[config.mk]
export PLATFORM = sky130hd
export DESIGN_NAME = return_stack
export DESIGN_NICKNAME = d
export VERILOG_FILES = /design/src/rtl/return_stack.sv
export SDC_FILE = /design/constraint.sdc
export NUM_CORES = 1
export LEC_CHECK = 0
export ABC_AREA = 1
export BUFFER_PORTS_ARGS = -buffer_cell sky130_fd_sc_hd__buf_2
export CORE_MARGIN = 10
export CORE_UTILIZATION = 66
export CTS_CLUSTER_SIZE = 10
export DETAILED_ROUTE_END_ITERATION = 6
export PLACE_DENSITY = 0.89
export SETUP_SLACK_MARGIN = 0.5
export SLEW_MARGIN = 20
export SYNTH_ARGS = -nofsm -noshare
export SYNTH_HDL_FRONTEND = slang
export SYNTH_SLANG_ARGS = --single-unit
[constraint.sdc]
create_clock -name clk -period 5.4 [get_ports clk]
set_input_delay 0.81 -clock clk [delete_from_list [all_inputs] [get_ports clk]]
set_output_delay 0.81 -clock clk [all_outputs]
set_load 0.1 [all_outputs]
[src/rtl/return_stack.sv]
// Return-address stack for the fetch stage.
// On a CALL (push_i) it stores the return address. On a RET (pop_i) it shows
// the most recent address to the PC-select mux in the same cycle as the pop.
//
// Ports:
//   clk          system clock, rising edge
//   rst_n        asynchronous active-low reset
//   en_i         advance enable; push_i/pop_i are ignored while low (stall)
//   push_i       CALL strobe
//   pop_i        RET strobe
//   push_addr_i  return address to store
//   ret_addr_o   top-of-stack entry, 0 when empty (combinational from state)
//   count_o      number of valid entries, 0..DEPTH
//   empty_o      count_o == 0
//   full_o       count_o == DEPTH
//   ovf_o        sticky: push attempted while full
//   unf_o        sticky: pop attempted while empty
module return_stack #(
   parameter int unsigned AW    = 19,
   parameter int unsigned DEPTH = 16,
   parameter int unsigned CW    = $clog2(DEPTH + 1)
) (
   input  logic          clk,
   input  logic          rst_n,
   input  logic          en_i,
   input  logic          push_i,
   input  logic          pop_i,
   input  logic [AW-1:0] push_addr_i,
   output logic [AW-1:0] ret_addr_o,
   output logic [CW-1:0] count_o,
   output logic          empty_o,
   output logic          full_o,
   output logic          ovf_o,
   output logic          unf_o
);

   localparam int unsigned PW = $clog2(DEPTH);

   logic [AW-1:0] mem_q [DEPTH];
   logic [CW-1:0] count_q, count_d;
   logic          ovf_q, ovf_d;
   logic          unf_q, unf_d;

   logic          we;
   logic [PW-1:0] wr_idx;
   logic [PW-1:0] top_idx;
   logic          is_empty;
   logic          is_full;

   assign is_empty = (count_q == '0);
   assign is_full  = (count_q == CW'(DEPTH));
   // Only meaningful when not empty; wraps harmlessly otherwise.
   assign top_idx  = PW'(count_q - CW'(1));

   always_comb begin
      count_d = count_q;
      ovf_d   = ovf_q;
      unf_d   = unf_q;
      we      = 1'b0;
      wr_idx  = count_q[PW-1:0];
      if (en_i) begin
         case ({push_i, pop_i})
            2'b10: begin
               if (is_full) begin
                  // New address dropped; oldest entries kept.
                  ovf_d = 1'b1;
               end else begin
                  we      = 1'b1;
                  count_d = count_q + CW'(1);
               end
            end
            2'b01: begin
               if (is_empty) begin
                  unf_d = 1'b1;
               end else begin
                  count_d = count_q - CW'(1);
               end
            end
            2'b11: begin
               if (is_empty) begin
                  // Nothing to pop: behaves as a plain push.
                  we      = 1'b1;
                  count_d = CW'(1);
               end else begin
                  // Replace the top in place; no flag change even when full.
                  we     = 1'b1;
                  wr_idx = top_idx;
               end
            end
            default: ;
         endcase
      end
   end

   always_ff @(posedge clk or negedge rst_n) begin
      if (!rst_n) begin
         count_q <= '0;
         ovf_q   <= 1'b0;
         unf_q   <= 1'b0;
      end else begin
         count_q <= count_d;
         ovf_q   <= ovf_d;
         unf_q   <= unf_d;
      end
   end

   // Entry storage is not reset; it is never visible while empty.
   always_ff @(posedge clk) begin
      if (we) begin
         mem_q[wr_idx] <= push_addr_i;
      end
   end

   assign ret_addr_o = is_empty ? '0 : mem_q[top_idx];
   assign count_o    = count_q;
   assign empty_o    = is_empty;
   assign full_o     = is_full;
   assign ovf_o      = ovf_q;
   assign unf_o      = unf_q;

endmodule
; ---- Word level (Yosys, flattened, before mapping)
; Memories as Yosys holds them, arrays and structs flattened.
; Cells that the tools add are included.
[classes]
addsub = 2
n_eq_ne = 7
muxes = 13
reduce_logical = 5
[op_table]
columns = op, n
row1 = 19-bit two-way mux, 1
row2 = 5-bit two-way mux, 3
row3 = 5-bit case mux with 3 select lines, 1
row4 = 4-bit two-way mux, 3
row5 = "2-bit != test, second input constant", 3
row6 = 3-bit AND reduction, 2
row7 = "5-bit by 1-bit adder with 5-bit output, second input constant", 1
row8 = "5-bit equality test, second input constant", 1
row9 = 5-bit logical NOT, 1
row10 = 5-bit AND reduction, 1
row11 = "5-bit by 1-bit subtractor with 5-bit output, second input constant", 1
row12 = "2-bit equality test, second input constant", 2
row13 = 1-bit two-way mux, 4
row14 = 3-bit nonzero test, 1
row15 = "2-bit by 1-bit equality test with 1-bit output, second input constant", 1
row16 = 1-bit case mux with 2 select lines, 1
[totals]
ff_bits = 7
mem_bits_rw = 304
input_bits = 24
out_inout_bits = 28
word_cells = 31
mem_count = 1
[memory_table]
columns = memory, depth, word_bits, rd, rd_clocked_by_memory_dff, wr, line
row1 = mem_q, 16, 19, 1, 0, 1, 39  ; logic [AW-1:0] mem_q [DEPTH];

; ---- Logic depth before layout (Yosys ltp)
; Gate-level depths: netlist (run 1).
[logic_depth]
depth_word = 6
mapped_depth = 15

; ---- Worst setup path before layout (run 1)
; Ideal clock, no wire load.
[synth_timing]
path_kind = reg2out
startpoint = reg count_q[0], in the netlist count_o[0]
endpoint = out ret_addr_o[0]
t_arrival_ps = 3847
path_slack_ps = 743
stages_incl_launch_ff = 13
cell_sequence = dfrtp_1 buf_6 inv_4 buf_6 buf_6 buf_2 ha_1 buf_4 clkbuf_1 a21oi_1 a21oi_1 nor2_1 nor2_1
[synth_via]
elab_chain_cells = 3
[synth_lines]
columns = element, line
row1 = start: declaration, 40  ; logic [CW-1:0] count_q, count_d;
row2 = start signal: assignment, 101  ; count_q <= count_d;
row3 = 5-bit by 1-bit subtractor with 5-bit output, n/a
row4 = memory read 16 x 19 bit, n/a
row5 = 19-bit two-way mux *, 114  ; assign ret_addr_o = is_empty ? '0 : mem_q[top_idx];
row6 = end: declaration, 29  ; output logic [AW-1:0] ret_addr_o,
; Mark *: on every way between the ends. The rest lies on a longest branch, timed or not.

; ---- Final worst setup path (run 1)
[layout_timing]
startpoint = reg count_q[0], in the netlist count_o[0]
endpoint = out ret_addr_o[11]
; The elaborated chain is that of the path after synthesis.

==> results of run 1 <==
[worst register-to-register path, stage by stage (launching register included)]
cell     delay [ns]
dfrtp_4        0.49
inv_4          0.52
ha_4           0.26
buf_4          0.73
nand3_1        0.25
nand2_1        0.19
nand3_1        0.17
nor2_2         0.56
buf_4          0.38
[area by class of cell]
class                           instances  area (µm²)  area share (%)
Clock buffer                           43         948            6.49
Clock inverter                          4        52.6           0.359
Multi-Input combinational cell        711        3180            21.8
Timing Repair Buffer                   74         717            4.90
Antenna cell                            1        2.50          0.0171
Tap cell                              260         325            2.22
Inverter                               21        83.8           0.573
Sequential cell                       311        9310            63.7
[through the flow]
stage / std cells / area (µm²) / utilization (%) / hold WS [ns] / worst slack (ns)
floorplan: 1106 / 12800 / - / 0.514 / 0.743
global placement: 1377 / 13600 / 72.1 / 0.445 / 1.50
detailed placement: 1377 / 13600 / 72.1 / 0.451 / 1.46
CTS: 1424 / 14600 / 77.4 / 0.142 / 0.837
global route: 1425 / 14600 / 77.4 / 0.147 / 0.582
finish: 1425 / 14600 / 77.4 / 0.139 / 0.762
[worst paths after layout]
kind                                         from                endpoint  slack [ns]  cells after the start
max                        count_o[0]$_DFFE_PN0P_          ret_addr_o[11]        0.76                     10
min                                         rst_n  count_o[1]$_DFFE_PN0P_        0.14                      1
max reg2reg                count_o[0]$_DFFE_PN0P_   mem_q[4][5]$_DFFE_PP_        1.53                      8
min reg2reg                     unf_o$_DFFE_PN0P_       unf_o$_DFFE_PN0P_        0.46                      1
max in group asynchronous                   rst_n  count_o[0]$_DFFE_PN0P_        5.07                      1
min in group clk                unf_o$_DFFE_PN0P_       unf_o$_DFFE_PN0P_        0.46                      1
[cell families (layout without fill, tap and decap cells)]
family	count (synthesis)	count (layout)
adder cells (fa/ha/maj)	3	3
flip-flops	311	311
XOR/XNOR	1	1
AO/OA/AOI/OAI	140	140
AND/OR/NAND/NOR	567	567
buffers and inverters	84	142
other	0	1
[placed cells by master, fill, tap and decap left out, drive strengths merged]
cell    synthesis  routed
diode           0       1
ha              3       3
o21bai          1       1
nand3         149     149
a21oi          10      10
xnor2           1       1
a31o            1       1
clkinv          0       1
nand4           2       2
dfrtp           7       7
edfxtp        304     304
o21ai         128     128
clkbuf         22      43
bufinv          0       1
buf            41      74
nand2         139     139
inv            21      23
nor2          277     277
[routing by layer]
metal | up-vias | wire length [µm] | track usage [%]
li1 | 3965 | - | -
met1 | 4359 | 11500 | 32.5
met2 | 772 | 16000 | 40.6
met3 | 153 | 3880 | 5.71
met4 | 0 | 1610 | 12.6
met5 | - | 0 | 0
[flip-flops by register name, summed over array words and instances, names as in the netlist]
signal   cells
count_o      5
mem_q      304
ovf_o        1
unf_o        1
==> impl_results.md, run 1 <==
- Simple-gate area share of the yosys netlist: 18.5%
- Maximum root-to-sink buffer count: 3
- Syn_nets: 1133
- Post-synthesis xor/xnor area fraction: 0.0682%
- Crit-path cells: inv_4 > ha_4 > inv_2 > buf_4 > nor2_1 > o21ai_0 > nand3_1 > nand3_1 > nand2_1 > buf_12
- Crit path kind: reg2out
- DRT Pass-1 Iters: 6
- Number of H-tree levels: 2
- EDFF count, synth: between 300 and 400
- Synth warn: 0
- Multiplexer area fraction after synthesis: 0%
- DRT antenna net count: 0
- Hold Crit Class: in2async
- Vias in the first global route: about 9000
- Clock Pin Slew Worst Setup and Hold Paths: around 0.05 ns
- Top Ports: 52
- Cell variety after synth: 25
- Std-Cell Rows: 50
- Critical path arrival: 3.83 ns
- Worst path required time: 4.59 ns
- Die Ht: roughly 160 µm
- GRT overflow: 0
- Largest family of logic cells by synthesized area: simple AND/OR/NAND/NOR gates
- #FFs+latches synth: 311
- Period utilization: between 80% and 90%
- Layout cells sized above 1: 12.5%
- CP Launch Type: flop
- Adder-Cell Fraction of Synth Area: 0.292%
- Fin crit period: 4.64 ns
- Status: finished clean
- Yosys top cell by area: edfxtp_1
- Endpoints failing setup: 0
- Hold buffer count at cts: 0
- Setup crit end kind: primary output
- Vias per cell: 6.49
- Die width: 159 µm
- Average wire per standard cell: 23.1 µm
- First-pass GRT wire length: 51200 µm
- Max cap viols: 0
- Register area share after synthesis: 72.5%
- TritonCTS Buffers: 37
- Leading post-synthesis cells by cell area: edfxtp_1 (71%), nor2_1 (8.0%), nand3_1 (5.7%)
- Clock tree sinks: 311
- Layout overhead on the synthesized area: 13.9%
- Slew headroom: 30.9%
- Vias after detailed routing: 9249
- Clock Latency Late Sink: 0.52 ns
- Root buf cell: clkbuf_16
- Layout Skew: around 0.016 ns
- PortBufs: 51
- Most common cell on crit path: nand3_1
- Iter 0 DRT Violations: 1643
- Fmax: 216 MHz
- Cell with the most instances after synthesis: edfxtp_1
- Initial antenna violation count: 1
- Setup repair after global routing missed its margin: no
- Slowest cell on the critical path: inv_2
- Most used DFF post-synth: edfxtp_1
- Total GRT Usage: approximately 25%
- Drt drc: 0
- Core area: 18900 µm²
- Cells after Synth: 1106
- Dpl hpwl: 17900 µm
- Cell area after synthesis: 12800 µm²
- Total Wirelength: approximately 33000 µm
- Avg Inst Size Synth: 11.6 µm²
- Slew @ Worst Pin: between 1 and 1.5 ns
- Most frequent cells after synthesis: edfxtp_1 (304), nor2_1 (273), nand3_1 (147)
- CTS tree: built
- CP max FO: 72
- Starting Density: roughly two thirds
- Top cell type's share of synthesized area: 71.1%
- Critical path's top delay family: buffers and inverters
- Final setup TNS: 0 ns
- Post-synth ARST share: about 2.3%
- Final net count: 1183
- Resized cells post-CTS: 0
- Largest net degree at the start of global routing: 109
- Total die area: 25400 µm²
- Worst path max stage delay: 0.56 ns
- GP Congestion: 0.869
- Fin. max-slew vios: 0
- Fillers: about 1100
- Post-CTS Setup Bufs: 0
- Final count of hold timing violations: 0
- Compound-gate portion of the synthesized area: 5.51%
- Critical path buffer and inverter count: 4
Power of run 1 is left out: the tool's default activity adds up to more than one toggle a clock period on the data nets, which glitch-free logic cannot reach.
==> run 2, diff against run 1 <==
--- a/config.mk
+++ b/config.mk
@@ -11,7 +11,7 @@
 export CORE_UTILIZATION = 66
 export CTS_CLUSTER_SIZE = 10
 export DETAILED_ROUTE_END_ITERATION = 6
-export PLACE_DENSITY = 0.89
+export PLACE_DENSITY_LB_ADDON = 0.3
 export SETUP_SLACK_MARGIN = 0.5
 export SLEW_MARGIN = 20
 export SYNTH_ARGS = -nofsm -noshare
==> impl_results.md, run 2 (same netlist as run 1, synthesis figures left out) <==
- Status: finished clean (unchanged)
- Worst path max stage delay: 0.84 ns (was 0.56 ns)
- DRT antenna net count: 0 (unchanged)
- Number of H-tree levels: 2 (unchanged)
- DRT Pass-1 Iters: 5 (was 6)
- Vias per cell: 6.25 (was 6.49)
- Layout Skew: 0.0239 ns (was 0.0156 ns)
- Clock tree sinks: 311 (unchanged)
- Max cap viols: 0 (unchanged)
- Clock Pin Slew Worst Setup and Hold Paths: 0.06 ns (was 0.05 ns)
- Critical path arrival: 3.87 ns (was 3.83 ns)
- Critical path's top delay family: buffers and inverters (unchanged)
- Hold Crit Class: in2async (unchanged)
- CP max FO: 57 (was 72)
- Crit. Startpoint: count_o[0]$_DFFE_PN0P_ (unchanged)
- Crit-path cells: inv_4 > ha_4 > inv_2 > buf_4 > nor2_1 > o21ai_0 > nand3_1 > nand3_1 > nand2_1 > buf_12 (unchanged)
- Critical path buffer and inverter count: 4 (unchanged)
- Post-CTS Setup Bufs: 0 (unchanged)
- Vias after detailed routing: 8893 (was 9249)
- CP Launch Type: flop (unchanged)
- Number of flip-flops in the largest register: 304 (unchanged)
- Drt drc: 0 (unchanged)
- Vias in the first global route: 8732 (was 9022)
- Setup repair after global routing missed its margin: no (unchanged)
- Most common cell on crit path: nand3_1 (unchanged)
- Setup crit end kind: primary output (unchanged)
- Total Wirelength: 32000 µm (was 33000 µm)
- Iter 0 DRT Violations: 1197 (was 1643)
- Slowest cell on the critical path: dfrtp_4 (was inv_2)
- Slew @ Worst Pin: 1.12 ns (was 1.04 ns)
- GRT overflow: 0 (unchanged)
- Top reg by flops: mem_q (unchanged)
- Total GRT Usage: 24.7% (was 25.5%)
- Fin. max-slew vios: 0 (unchanged)
- Maximum root-to-sink buffer count: 3 (unchanged)
- Layout cells sized above 1: 12.5% (about the same)
- CTS tree: built (unchanged)
- Slew headroom: 25.5% (was 30.9%)
- Fin crit period: 4.68 ns (was 4.64 ns)
- Critical R2R Launch: count_o[0]$_DFFE_PN0P_ (unchanged)
- Fmax: 214 MHz (was 216 MHz)
- Final setup TNS: 0 ns (unchanged)
- Average wire per standard cell: 22.5 µm (was 23.1 µm)
- Initial antenna violation count: 0 (was 1)
- Root buf cell: clkbuf_16 (unchanged)
- Period utilization: 86.6% (was 85.9%)
- First-pass GRT wire length: 49700 µm (was 51200 µm)
- R2r setup slk: 1.30 ns (was 1.53 ns)
- Die Ht: 159 µm (unchanged)
- R2r worst-path depth: 8 (unchanged)
- Worst r2r dst: mem_q[12][15]$_DFFE_PP_ (was mem_q[4][5]$_DFFE_PP_)
- Total die area: 25400 µm² (unchanged)
- N_diodes: 0 (was 1)
- Worst path required time: 4.59 ns (about the same)
- Std-Cell Rows: 50 (unchanged)
- Most common cell after layout, fill and taps aside: edfxtp_1 (unchanged)
- Starting Density: 68.0% (unchanged)
- Dpl hpwl: 18000 µm (was 17900 µm)
- Layout overhead on the synthesized area: 13.9% (about the same)
- PortBufs: 51 (unchanged)
- TritonCTS Buffers: 37 (unchanged)
- Most frequent cells in the layout: edfxtp_1 (304), nor2_1 (257), nand3_1 (147) (unchanged)
- Top Ports: 52 (unchanged)
- Crit path kind: reg2out (unchanged)
- Die width: 159 µm (unchanged)
- Core area: 18900 µm² (unchanged)
- Endpoints failing setup: 0 (unchanged)
- Final net count: 1183 (unchanged)
- Largest net degree at the start of global routing: 113 (was 109)
- Final count of hold timing violations: 0 (unchanged)
- GP Congestion: 0.851 (was 0.869)
- Clock Latency Late Sink: 0.52 ns (about the same)
## run 2: cell count changes in the layout (fill, tap and decap cells not counted), sizes merged
| cell | before | now |
|---|---|---|
| bufinv | 1 | 0 |
| clkbuf | 43 | 44 |
| diode | 1 | 0 |
| inv | 23 | 22 |
## run 2: how the worst max path moves through the flow
stage / slack [ns] / end / depth (start not counted)
CTS: 0.56 / ret_addr_o[15] / 9
detailed placement: 1.12 / ret_addr_o[15] / 9
finish: 0.72 / ret_addr_o[6] / 10
global route: 0.54 / ret_addr_o[2] / 11
floorplan: 0.74 / ret_addr_o[0] / 12
global placement: 1.22 / ret_addr_o[15] / 9
## run 2: layer usage
layer  vias to the layer above  share of wire [%]  global-route usage [%]
met1                      4184                 36                    32.3
li1                       3965                  -                       -
met5                         -                  0                       0
met2                       639                 48                    39.4
met3                       105                 12                    4.91
met4                         0                4.0                    11.0
## run 2: what timing repair did
action                     in CTS  in global routing
setup endpoints to repair       0                 15
gates resized for setup         0                  2
hold buffers                    0                  0
## run 2: layout make-up
type / count / area, µm²
Clock buffer: 44 / 973
Clock inverter: 2 / 25.0
Fill cell: 1125 / 4270
Inverter: 21 / 83.8
Multi-Input combinational cell: 711 / 3180
Sequential cell: 311 / 9310
Tap cell: 260 / 325
Timing Repair Buffer: 74 / 724
## run 2: through the flow
step | hold WS (ns) | util, % | cell area, µm² | worst slack, ns | std cells
6_report | 0.144 | 77.4 | 14600 | 0.723 | 1423
5_1_grt | 0.152 | 77.4 | 14600 | 0.536 | 1423
4_1_cts | 0.140 | 77.3 | 14600 | 0.564 | 1423
3_5_place_dp | 0.455 | 72.1 | 13600 | 1.12 | 1377
3_3_place_gp | 0.448 | 72.1 | 13600 | 1.22 | 1377
2_1_floorplan | 0.514 | - | 12800 | 0.743 | 1106
Power of run 2 is left out for the same reason.
==> run 3, diff against run 2 <==
==> constraint.sdc (replaced) <==
create_clock -name clk -period 6 [get_ports clk]
set_input_delay 0.9 -clock clk [delete_from_list [all_inputs] [get_ports clk]]
set_output_delay 0.9 -clock clk [all_outputs]
set_load 0.1 [all_outputs]
==> impl_results.md, run 3 (same netlist as run 1, synthesis figures left out) <==
- Post-CTS Setup Bufs: 0 (unchanged)
- Number of H-tree levels: 2 (unchanged)
- Number of flip-flops in the largest register: 304 (unchanged)
- Fin. max-slew vios: 0 (unchanged)
- Top Ports: 52 (unchanged)
- Die Ht: 159 µm (unchanged)
- Fmax: 192 MHz
- Vias in the first global route: 8706 (was 8732)
- Clock tree sinks: 311 (unchanged)
- Crit. Startpoint: count_o[0]$_DFFE_PN0P_ (unchanged)
- CP Capture Point: ret_addr_o[16] (was ret_addr_o[6])
- Total GRT Usage: 24.0% (was 24.7%)
- Dpl hpwl: 16900 µm (was 18000 µm)
- Slew headroom: 27.5% (was 25.5%)
- Hold buffer count at cts: 0 (unchanged)
- Critical R2R Launch: count_o[0]$_DFFE_PN0P_ (unchanged)
- Clock Pin Slew Worst Setup and Hold Paths: 0.05 ns (was 0.06 ns)
- PortBufs: 51 (unchanged)
- Max cap viols: 0 (unchanged)
- Initial antenna violation count: 1 (was 0)
- Maximum root-to-sink buffer count: 3 (unchanged)
- Crit path kind: reg2out (unchanged)
- Final net count: 1182 (was 1183)
- Hold Crit Class: in2async (unchanged)
- Total die area: 25400 µm² (unchanged)
- Period utilization: 86.6%
- Most common cell after layout, fill and taps aside: edfxtp_1 (unchanged)
- Die width: 159 µm (unchanged)
- Crit-path cells: inv_4 > buf_4 > nand2_1 > nand2_1 > nand2_4 > nor2_4 > nand3_1 > nand2_1 > buf_2 (was inv_4 > ha_4 > inv_2 > buf_4 > nor2_1 > o21ai_0 > nand3_1 > nand3_1 > nand2_1 > buf_12)
- CP max FO: 115 (was 57)
- Layout cells sized above 1: 12.5% (about the same)
- First-pass GRT wire length: 48400 µm (was 49700 µm)
- Setup crit end kind: primary output (unchanged)
- Worst path required time: 5.10 ns (was 4.59 ns)
- Vias after detailed routing: 8739 (was 8893)
- Iter 0 DRT Violations: 1212 (was 1197)
- DRT Pass-1 Iters: 7 (was 5)
- DRT antenna net count: 0 (unchanged)
- Total Wirelength: 31300 µm (was 32000 µm)
- Top reg by flops: mem_q (unchanged)
- Critical path arrival: 4.30 ns (was 3.87 ns)
- Clock Latency Late Sink: 0.51 ns (was 0.52 ns)
- Most common cell on crit path: nand2_1 (was nand3_1)
- Layout overhead on the synthesized area: 11.8% (was 13.9%)
- Status: finished clean (unchanged)
- Most frequent cells in the layout: edfxtp_1 (304), nor2_1 (257), nand3_1 (147) (unchanged)
- TritonCTS Buffers: 37 (unchanged)
- Worst path max stage delay: 0.87 ns (was 0.84 ns)
- CP Launch Type: flop (unchanged)
- Layout Skew: 0.00996 ns (was 0.0239 ns)
- Slew @ Worst Pin: 1.09 ns (was 1.12 ns)
- Post-Place Cell Area: 13400 µm² (was 13600 µm²)
- Worst r2r dst: mem_q[12][17]$_DFFE_PP_ (was mem_q[12][15]$_DFFE_PP_)
- Final count of hold timing violations: 0 (unchanged)
- Largest net degree at the start of global routing: 116 (was 113)
- Average wire per standard cell: 22.0 µm (was 22.5 µm)
- Vias per cell: 6.14 (was 6.25)
- Drt drc: 0 (unchanged)
- GP Congestion: 0.816 (was 0.851)
- Starting Density: 68.0% (unchanged)
- GRT overflow: 0 (unchanged)
- Resized cells post-CTS: 0 (unchanged)
- Std-Cell Rows: 50 (unchanged)
- R2r worst-path depth: 9 (was 8)
- Setup repair after global routing missed its margin: no (unchanged)
- Slowest cell on the critical path: buf_4 (was dfrtp_4)
- Endpoints failing setup: 0 (unchanged)
- Core area: 18900 µm² (unchanged)
- Root buf cell: clkbuf_16 (unchanged)
- CTS tree: built (unchanged)
- Final Cell Area: 14400 µm² (was 14600 µm²)
- Final setup TNS: 0 ns (unchanged)
- Fillers: 1190 (was 1125)
- R2r setup slk: 1.77 ns (was 1.30 ns)
- Fin crit period: between 5 and 6 ns
run 3: layout make-up:
cell class | instances | area, µm² | area share, %
well taps | 260 | 325 | 2.27
multi-input cells | 711 | 3190 | 22.2
clock inverters | 3 | 28.8 | 0.200
flip-flops and latches | 311 | 9310 | 64.8
clock buffers | 43 | 970 | 6.75
inverters | 21 | 83.8 | 0.584
repair buffers | 73 | 454 | 3.16
diodes | 1 | 2.50 | 0.0174
run 3: routing by layer:
layer,global-route usage (%),routed length [µm],share of wire (%)
met1,31.0,11700,37
met2,39.9,15500,50
met3,4.26,3220,10
met4,8.72,784,2.5
met5,0,0,0
run 3: how the worst min path moves through the flow:
stage                       from  slack (ns)  cells past startpoint                endpoint
5_1_grt                    rst_n        0.23                      1  count_o[0]$_DFFE_PN0P_
2_1_floorplan              rst_n        0.60                      0  count_o[0]$_DFFE_PN0P_
4_1_cts                    rst_n        0.22                      1  count_o[0]$_DFFE_PN0P_
3_3_place_gp   unf_o$_DFFE_PN0P_        0.45                      1       unf_o$_DFFE_PN0P_
6_report                   rst_n        0.22                      1  count_o[0]$_DFFE_PN0P_
3_5_place_dp   unf_o$_DFFE_PN0P_        0.45                      1       unf_o$_DFFE_PN0P_
run 3: critical path, delay by kind of cell (launching register included):
kind	cells	cell delay (ns)
flip-flops	1	0.71
buffers and inverters	3	1.77
AND/OR/NAND/NOR	6	1.16
run 3: stage by stage:
stage / setup WS [ns] / cells / hold slack [ns] / utilization, %
floorplan: 1.25 / 1106 / 0.604 / -
global placement: 1.51 / 1376 / 0.446 / 70.7
detailed placement: 1.49 / 1376 / 0.450 / 70.7
CTS: 0.905 / 1422 / 0.218 / 76.0
global route: 0.666 / 1423 / 0.227 / 76.0
finish: 0.804 / 1423 / 0.219 / 76.0
Power of run 3 is left out for the same reason.
